===== src/rtl/dff_write_arbiter_if.sv =====
// Bundle of requester handshake and DFF-bank write signals for dff_write_arbiter.
// The master side is the requesters plus the register bank; the slave side is the arbiter.
interface dff_write_arbiter_if #(
    parameter int N_REQ = 4,
    parameter int WIDTH = 8
) ();
    localparam int ID_W = (N_REQ > 1) ? $clog2(N_REQ) : 1;

    logic [N_REQ-1:0]       req_valid;
    logic [N_REQ*WIDTH-1:0] req_data;
    logic [N_REQ-1:0]       req_ready;
    logic                   reg_en;
    logic [WIDTH-1:0]       reg_d;
    logic [ID_W-1:0]        grant_id;
    logic                   busy;

    modport master (
        output req_valid, req_data,
        input  req_ready, reg_en, reg_d, grant_id, busy
    );

    modport slave (
        input  req_valid, req_data,
        output req_ready, reg_en, reg_d, grant_id, busy
    );
endinterface


===== src/rtl/dff_write_arbiter.sv =====
// Round-robin write arbiter feeding the en/d inputs of a shared DFF bank,
// with a one-cycle write pulse followed by a programmable idle gap.
module dff_write_arbiter #(
    parameter int N_REQ = 4,
    parameter int WIDTH = 8,
    parameter int HOLD  = 2
) (
    input  logic               clk,
    input  logic               rst,
    dff_write_arbiter_if.slave bus
);
    localparam int ID_W  = (N_REQ > 1) ? $clog2(N_REQ) : 1;
    localparam int CNT_W = (HOLD > 1) ? $clog2(HOLD) : 1;
    localparam logic [CNT_W-1:0] HOLD_LOAD = (HOLD > 0) ? CNT_W'(HOLD - 1) : '0;
    localparam logic [ID_W-1:0]  LAST_ID   = ID_W'(N_REQ - 1);

    localparam logic [1:0] ST_IDLE  = 2'd0;
    localparam logic [1:0] ST_WRITE = 2'd1;
    localparam logic [1:0] ST_HOLD  = 2'd2;

    logic [1:0]       state_q, state_d;
    logic [ID_W-1:0]  ptr_q, ptr_d;
    logic [ID_W-1:0]  grant_q, grant_d;
    logic [CNT_W-1:0] cnt_q, cnt_d;
    logic             reg_en_q, reg_en_d;
    logic             busy_q, busy_d;
    logic [WIDTH-1:0] reg_d_q, reg_d_d;

    logic [WIDTH-1:0] data_arr [N_REQ];
    logic [N_REQ-1:0] upper_req;
    logic [ID_W-1:0]  sel_idx;
    logic             sel_found;

    // upper_req keeps only requests at or above the pointer, so they win the scan before wrapping
    for (genvar gi = 0; gi < N_REQ; gi++) begin : g_req
        assign data_arr[gi]       = bus.req_data[gi*WIDTH +: WIDTH];
        assign upper_req[gi]      = bus.req_valid[gi] && (gi >= int'(ptr_q));
        assign bus.req_ready[gi]  = !rst && (state_q == ST_IDLE) && sel_found
                                    && (sel_idx == ID_W'(gi));
    end

    always_comb begin
        sel_found = 1'b0;
        sel_idx   = '0;
        for (int i = N_REQ - 1; i >= 0; i--) begin
            if (bus.req_valid[i]) begin
                sel_found = 1'b1;
                sel_idx   = ID_W'(i);
            end
        end
        for (int i = N_REQ - 1; i >= 0; i--) begin
            if (upper_req[i]) begin
                sel_idx = ID_W'(i);
            end
        end
    end

    always_comb begin
        state_d  = state_q;
        ptr_d    = ptr_q;
        grant_d  = grant_q;
        cnt_d    = cnt_q;
        reg_en_d = 1'b0;
        busy_d   = busy_q;
        reg_d_d  = reg_d_q;
        case (state_q)
            ST_IDLE: begin
                if (sel_found) begin
                    reg_d_d  = data_arr[sel_idx];
                    grant_d  = sel_idx;
                    ptr_d    = (sel_idx == LAST_ID) ? '0 : sel_idx + 1'b1;
                    reg_en_d = 1'b1;
                    busy_d   = 1'b1;
                    state_d  = ST_WRITE;
                end
            end
            ST_WRITE: begin
                if (HOLD > 0) begin
                    state_d = ST_HOLD;
                    cnt_d   = HOLD_LOAD;
                end else begin
                    state_d = ST_IDLE;
                    busy_d  = 1'b0;
                end
            end
            ST_HOLD: begin
                if (cnt_q == '0) begin
                    state_d = ST_IDLE;
                    busy_d  = 1'b0;
                end else begin
                    cnt_d = cnt_q - 1'b1;
                end
            end
            default: begin
                state_d = ST_IDLE;
                busy_d  = 1'b0;
            end
        endcase
    end

    always_ff @(posedge clk) begin
        if (rst) begin
            state_q  <= ST_IDLE;
            ptr_q    <= '0;
            grant_q  <= '0;
            cnt_q    <= '0;
            reg_en_q <= 1'b0;
            busy_q   <= 1'b0;
            reg_d_q  <= '0;
        end else begin
            state_q  <= state_d;
            ptr_q    <= ptr_d;
            grant_q  <= grant_d;
            cnt_q    <= cnt_d;
            reg_en_q <= reg_en_d;
            busy_q   <= busy_d;
            reg_d_q  <= reg_d_d;
        end
    end

    assign bus.reg_en   = reg_en_q;
    assign bus.reg_d    = reg_d_q;
    assign bus.grant_id = grant_q;
    assign bus.busy     = busy_q;
endmodule


===== src/flat_wrapper.sv =====
// flat-port wrapper written by rule: the top's interface ports become plain ports
module dff_write_arbiter_flat 
#(
    parameter int N_REQ = 4,
    parameter int WIDTH = 8,
    parameter int HOLD  = 2
)
  (clk, rst, bus_req_valid, bus_req_data, bus_req_ready, bus_reg_en, bus_reg_d, bus_grant_id, bus_busy);
  dff_write_arbiter_if #(.N_REQ(N_REQ), .WIDTH(WIDTH)) bus_i ();
  input  logic clk;
  input  logic rst;
  input wire logic [$bits(bus_i.req_valid)-1:0] bus_req_valid;
  input wire logic [$bits(bus_i.req_data)-1:0] bus_req_data;
  output wire logic [$bits(bus_i.req_ready)-1:0] bus_req_ready;
  output wire logic [$bits(bus_i.reg_en)-1:0] bus_reg_en;
  output wire logic [$bits(bus_i.reg_d)-1:0] bus_reg_d;
  output wire logic [$bits(bus_i.grant_id)-1:0] bus_grant_id;
  output wire logic [$bits(bus_i.busy)-1:0] bus_busy;
  assign bus_i.req_valid = bus_req_valid;
  assign bus_i.req_data = bus_req_data;
  assign bus_req_ready = bus_i.req_ready;
  assign bus_reg_en = bus_i.reg_en;
  assign bus_reg_d = bus_i.reg_d;
  assign bus_grant_id = bus_i.grant_id;
  assign bus_busy = bus_i.busy;
  dff_write_arbiter #(.N_REQ(N_REQ), .WIDTH(WIDTH), .HOLD(HOLD)) u_core (.clk(clk), .rst(rst), .bus(bus_i));
endmodule

===== config.mk =====
export PLATFORM = sky130hd
export DESIGN_NAME = dff_write_arbiter_flat
export DESIGN_NICKNAME = d
export VERILOG_FILES = /design/src/rtl/dff_write_arbiter_if.sv /design/src/rtl/dff_write_arbiter.sv /design/src/flat_wrapper.sv
export SDC_FILE = /design/constraint.sdc
export NUM_CORES = 1
export LEC_CHECK = 0
export CORE_MARGIN = 1
export CORE_UTILIZATION = 42
export CTS_CLUSTER_DIAMETER = 50
export CTS_CLUSTER_SIZE = 28
export DETAILED_ROUTE_END_ITERATION = 16
export PLACE_DENSITY_LB_ADDON = 0.2
export SYNTH_ARGS = -nofsm -noshare
export SYNTH_HDL_FRONTEND = slang
export SYNTH_SLANG_ARGS = --single-unit

===== constraint.sdc =====
create_clock -name clk -period 4.2 [get_ports clk]
set_input_delay 0.84 -clock clk [delete_from_list [all_inputs] [get_ports clk]]
set_output_delay 0.84 -clock clk [all_outputs]
set_load 0.01 [all_outputs]

# == After elaboration in Yosys (flattened, before gate mapping) ==
# Index checks and enable logic that the tools add are counted.
# totals
output_inout_bits,16
ff_bits,17
# op_classes
muxes,24
n_bitwise,3
magnitude_cmp,4
n_eq_ne,7
n_reduce_logical,17
n_addsub,2
# op_table
cell,n
2-bit 2-to-1 mux,10
8-bit binary-select mux with 2-bit select,1
8-bit 2-to-1 mux,2
1-bit logical AND,9
1-bit 2-to-1 mux,8
"2-bit == test, second input constant",3
2-bit case mux with 3 select lines,1
"2-bit by 1-bit == test with 1-bit output, second input constant",2
"1-bit by 2-bit greater-or-equal comparator with 1-bit output, first input constant",2
2-bit zero test,2
2-bit AND reduction,2
"3-bit greater-or-equal comparator, second input constant",1
2-bit inverter with 3-bit output,1
1-bit case mux with 3 select lines,1
3-bit AND reduction,1
"2-bit by 1-bit adder with 2-bit output, second input constant",1
"2-bit greater-or-equal comparator, first input constant",1
"2-bit by 1-bit inequality test with 1-bit output, second input constant",1
"2-bit inequality test, second input constant",1
1-bit inverter,2
1-bit case mux with 2 select lines,1
2-bit nonzero test,1
2-bit OR reduction,1
1-bit zero test,1
"1-bit subtractor, second input constant",1

# == Longest topological paths before layout ==
# depth
word_depth,11
ltp_mapped,9
ltp_nobuf,7

# == Worst setup path before layout ==
# OpenSTA, ideal clock, no wires.
# synth_path
path_type,input to output
startpoint,input bus_req_valid[2]
endpoint,output bus_req_ready[1]
path_buffers,2
path_slack_ns,1.383
stages,7
t_required_ns,3.360
t_arrival_ns,1.977
cell_sequence,a22o_1 -> a211o_1 -> buf_6 -> buf_12 -> inv_1 -> ha_1 -> and2_1
# synth_via
elab_cells_between_ends,14
classes_between,eq/ne (1); mux (10); reduce/logical (3)
# synth_rtl
element,line_no,text
"start, declared",flat_wrapper.sv:12,input wire logic [$bits(bus_i.req_valid)-1:0] bus_req_valid;
1-bit logical AND,dff_write_arbiter.sv:37,assign upper_req[gi] = bus.req_valid[gi] && (gi >= int'(ptr_q));
2-bit 2-to-1 mux (3 in a row),dff_write_arbiter.sv:52,if (upper_req[i]) begin
net u_core.sel_idx[0],dff_write_arbiter.sv:31,logic [ID_W-1:0] sel_idx;
2-bit by 1-bit == test with 1-bit output,dff_write_arbiter.sv:39,&& (sel_idx == ID_W'(gi));
1-bit logical AND,dff_write_arbiter.sv:39,
"end, declared",flat_wrapper.sv:14,output wire logic [$bits(bus_i.req_ready)-1:0] bus_req_ready;
# The timed path passes the listed nets, and every way through them passes these cells.

# == Final worst setup path ==
# layout_path
startpoint,input bus_req_valid[3]
endpoint,output bus_req_ready[3]
# layout_via
elab_chain_len,6
elab_cells_between_ends,11
classes_between,eq/ne (1); mux (8); reduce/logical (2)
# layout_lines
element,line_no
2-bit 2-to-1 mux (4 in a row),dff_write_arbiter.sv:52
net u_core.sel_idx[0],dff_write_arbiter.sv:31
2-bit == test,dff_write_arbiter.sv:39
1-bit logical AND,dff_write_arbiter.sv:39
# The timed path passes the listed nets, and every way through them passes these cells.

==> results.txt <==
Slew @ Worst Pin = 0.378 ns
Crit Path Max Fanout = 5
Cells after Synth = 109
GRT Util Overall = 20.5%
core area = 2280 um2
Worst slew margin = 74.8%
clk slew on worst S/H paths = 0.09 ns
Post-CTS Resized = 0
Worst path max stage delay = 0.56 ns
Rows = 17
1st-iter DRT viols = 6
P&R area growth vs syn = 55.1%
Psw = 0.180 mW
Comb pwr share = 47.4%
post-DP HPWL = 1950 um
Setup Fix Bufs, Post-CTS = 0
Sequential Area = 340 um2
Routed Wire Length = 2490 um
Crit. End Element = primary output
DR WL/cell = 12.8 um
hold_buf cts = 0
pwr dens = 347 nW/um2
total of max-cap violations = 0
initial antenna violation count = 0
Period minus WS final = 3.74 ns
area of the multi-input gates = 622 um2
period utilisation layout = 89.0%
top cell type's share of synthesized area = 32.8%
first-pass GRT wire length = 4150 um
Fin Setup TNS = 0 ns
worst skew pair latency = 0.27 ns
Crit path top cell by count = clkdlybuf4s50_1
Reg power frac = 37.9%
data arrival time of the worst path = 2.90 ns
post-synth net total = 155
NumNets Final = 213
port bufs = 53
leading area contributor after synthesis = dfxtp_1
Pint = 0.378 mW
worst hold slack = 0.468 ns
TritonRoute pass-1 iters = 4
# setup viols final = 0
Fillers = 186
die area = 2680 um2
Via density = 5.17
layout cells sized above 1 = 4.82%
Die Wd = 51.7 um
HP Class = flop to flop
max-slew violations = 0
Ys Warns = 0
vias = 1003
worst-case clock buffer depth = 2
commonest non-fill, non-tap cell in the layout = clkdlybuf4s50_1
number of global-route vias before repair = 983
CTS root buf = clkbuf_4
largest cells by area after synthesis = dfxtp_1, mux2i_1, ha_1
total chip power = 0.559 mW
RePlAce Congestion = 0.696
Peak VDD IR = 0.000204 V
Diodes inserted = 0
cts bufs inserted = 3
initial cell density of the core = 45.6%
pin count of the biggest net entering global routing = 18
Clk network pwr share = 14.7%
CP cell instances = clkdlybuf4s50_1, inv_2, a22o_1, a211o_1, inv_1, ha_1, and2_1, clkdlybuf4s50_1
Clock Skews = 0.00257 ns
DRC viols = 0
# clock sinks = 17
leakage power = 0.700 nW
most frequent cells in the layout = clkdlybuf4s50_1, mux2i_1, dfxtp_1
Max Freq = 0.267 GHz
DIE HEIGHT = 51.7 um
synth unique cells = 25
number of nets with antenna violations after routing = 0
I/O pin count = 54
slowest cell on the critical path = clkdlybuf4s50_1
Switching Fraction = 32.3%
RSZ-0062 raised after global routing = false
final hold vios = 0
Worst setup SP type = input port
CTS tree = done
crit path kind = input port to primary output
synthesized area per cell = 9.53 um2
synthesized cell area = 1040 um2
Synth Register Bits = 17
Crit path required time = 3.36 ns
reg2reg setup slack = 2.55 ns
sequential area share after synthesis = 32.8%
H-tree depth = 1
status = completed
GRT Residual Overflow = 0
[per-layer routing]
metal	track usage [%]	vias up	share of wire (%)
li1	-	504	-
met1	25.4	465	45
met2	36.6	32	49
met3	3.22	2	4.9
met4	5.41	0	0.64
met5	0	-	0
[critical path, delay by kind of cell]
family | cells | cell delay [ns]
buffers and inverters | 4 | 1.24
AOI/OAI and AO/OA | 2 | 0.56
adders and majority gates | 1 | 0.14
and+or+nand+nor | 1 | 0.12
[path summary, 6_finish.rpt]
path                                        startpoint                      to  depth (start not counted)
worst min register to register  u_core.bus.grant_id[0]  u_core.bus.grant_id[0]                          2
worst min-delay path            u_core.bus.grant_id[0]  u_core.bus.grant_id[0]                          2
worst max-delay path                  bus_req_valid[3]        bus_req_ready[3]                          8
worst max register to register       u_core.state_q[0]     u_core.bus.reg_d[2]                          6
[state kept, by name, summed over array words and instances (netlist names)]
signal,flops
u_core.bus.grant_id,2
u_core.cnt_q,1
u_core.bus.reg_en,1
u_core.bus.reg_d,8
u_core.bus.busy,1
u_core.state_q,2
u_core.ptr_q,2
[cell type report]
cell class                 instances  share of cell area, %
tap                               28                   2.18
sequential                        17                   21.1
multi-input combinational         81                   38.6
clock buffer                       4                   1.63
inverter                           7                   1.63
timing repair buffer              57                   34.8
[Yosys cell counts]
cell type,n
inv_2,1
ha_1,8
or2_1,1
buf_4,1
nor2_1,11
a211oi_1,1
nand3b_1,8
a211o_1,1
and2_1,5
buf_6,2
nand2_1,3
or2b_1,1
dfxtp_1,17
buf_12,1
inv_1,6
a21oi_1,7
nand2b_1,2
o221ai_1,8
a22oi_1,1
nor4_1,1
mux2i_1,19
a22o_1,1
nor3_1,1
nor2b_1,1
or3_1,1
[logic make-up after synthesis]
| family | share of synthesized area [%] |
|---|---|
| mux | 18.3 |
| simple gates | 18.7 |
| compound gates | 13.3 |
| buf+inv | 7.35 |
| fa+ha+maj | 9.64 |
| flops | 32.8 |
[stage by stage]
step	std cells	instance area [um2]	worst slack, ns	util (%)
4_1_cts	194	1610	0.459	70.8
2_1_floorplan	109	1040	1.38	-
5_1_grt	194	1610	0.343	70.8
3_3_place_gp	190	1580	0.499	69.6
3_5_place_dp	190	1580	0.466	69.6
6_report	194	1610	0.461	70.8
[power groups by stage]
stage	Clock, mW	Sequential [mW]	Combinational [mW]
finish	0.0823	0.212	0.265
global route	0.0938	0.215	0.290
CTS	0.0848	0.212	0.267
detailed placement	0	0.216	0.265
global placement	0	0.214	0.259
floorplan	0	0.223	0.147
No activity file was read; power rests on OpenSTA's default activity.
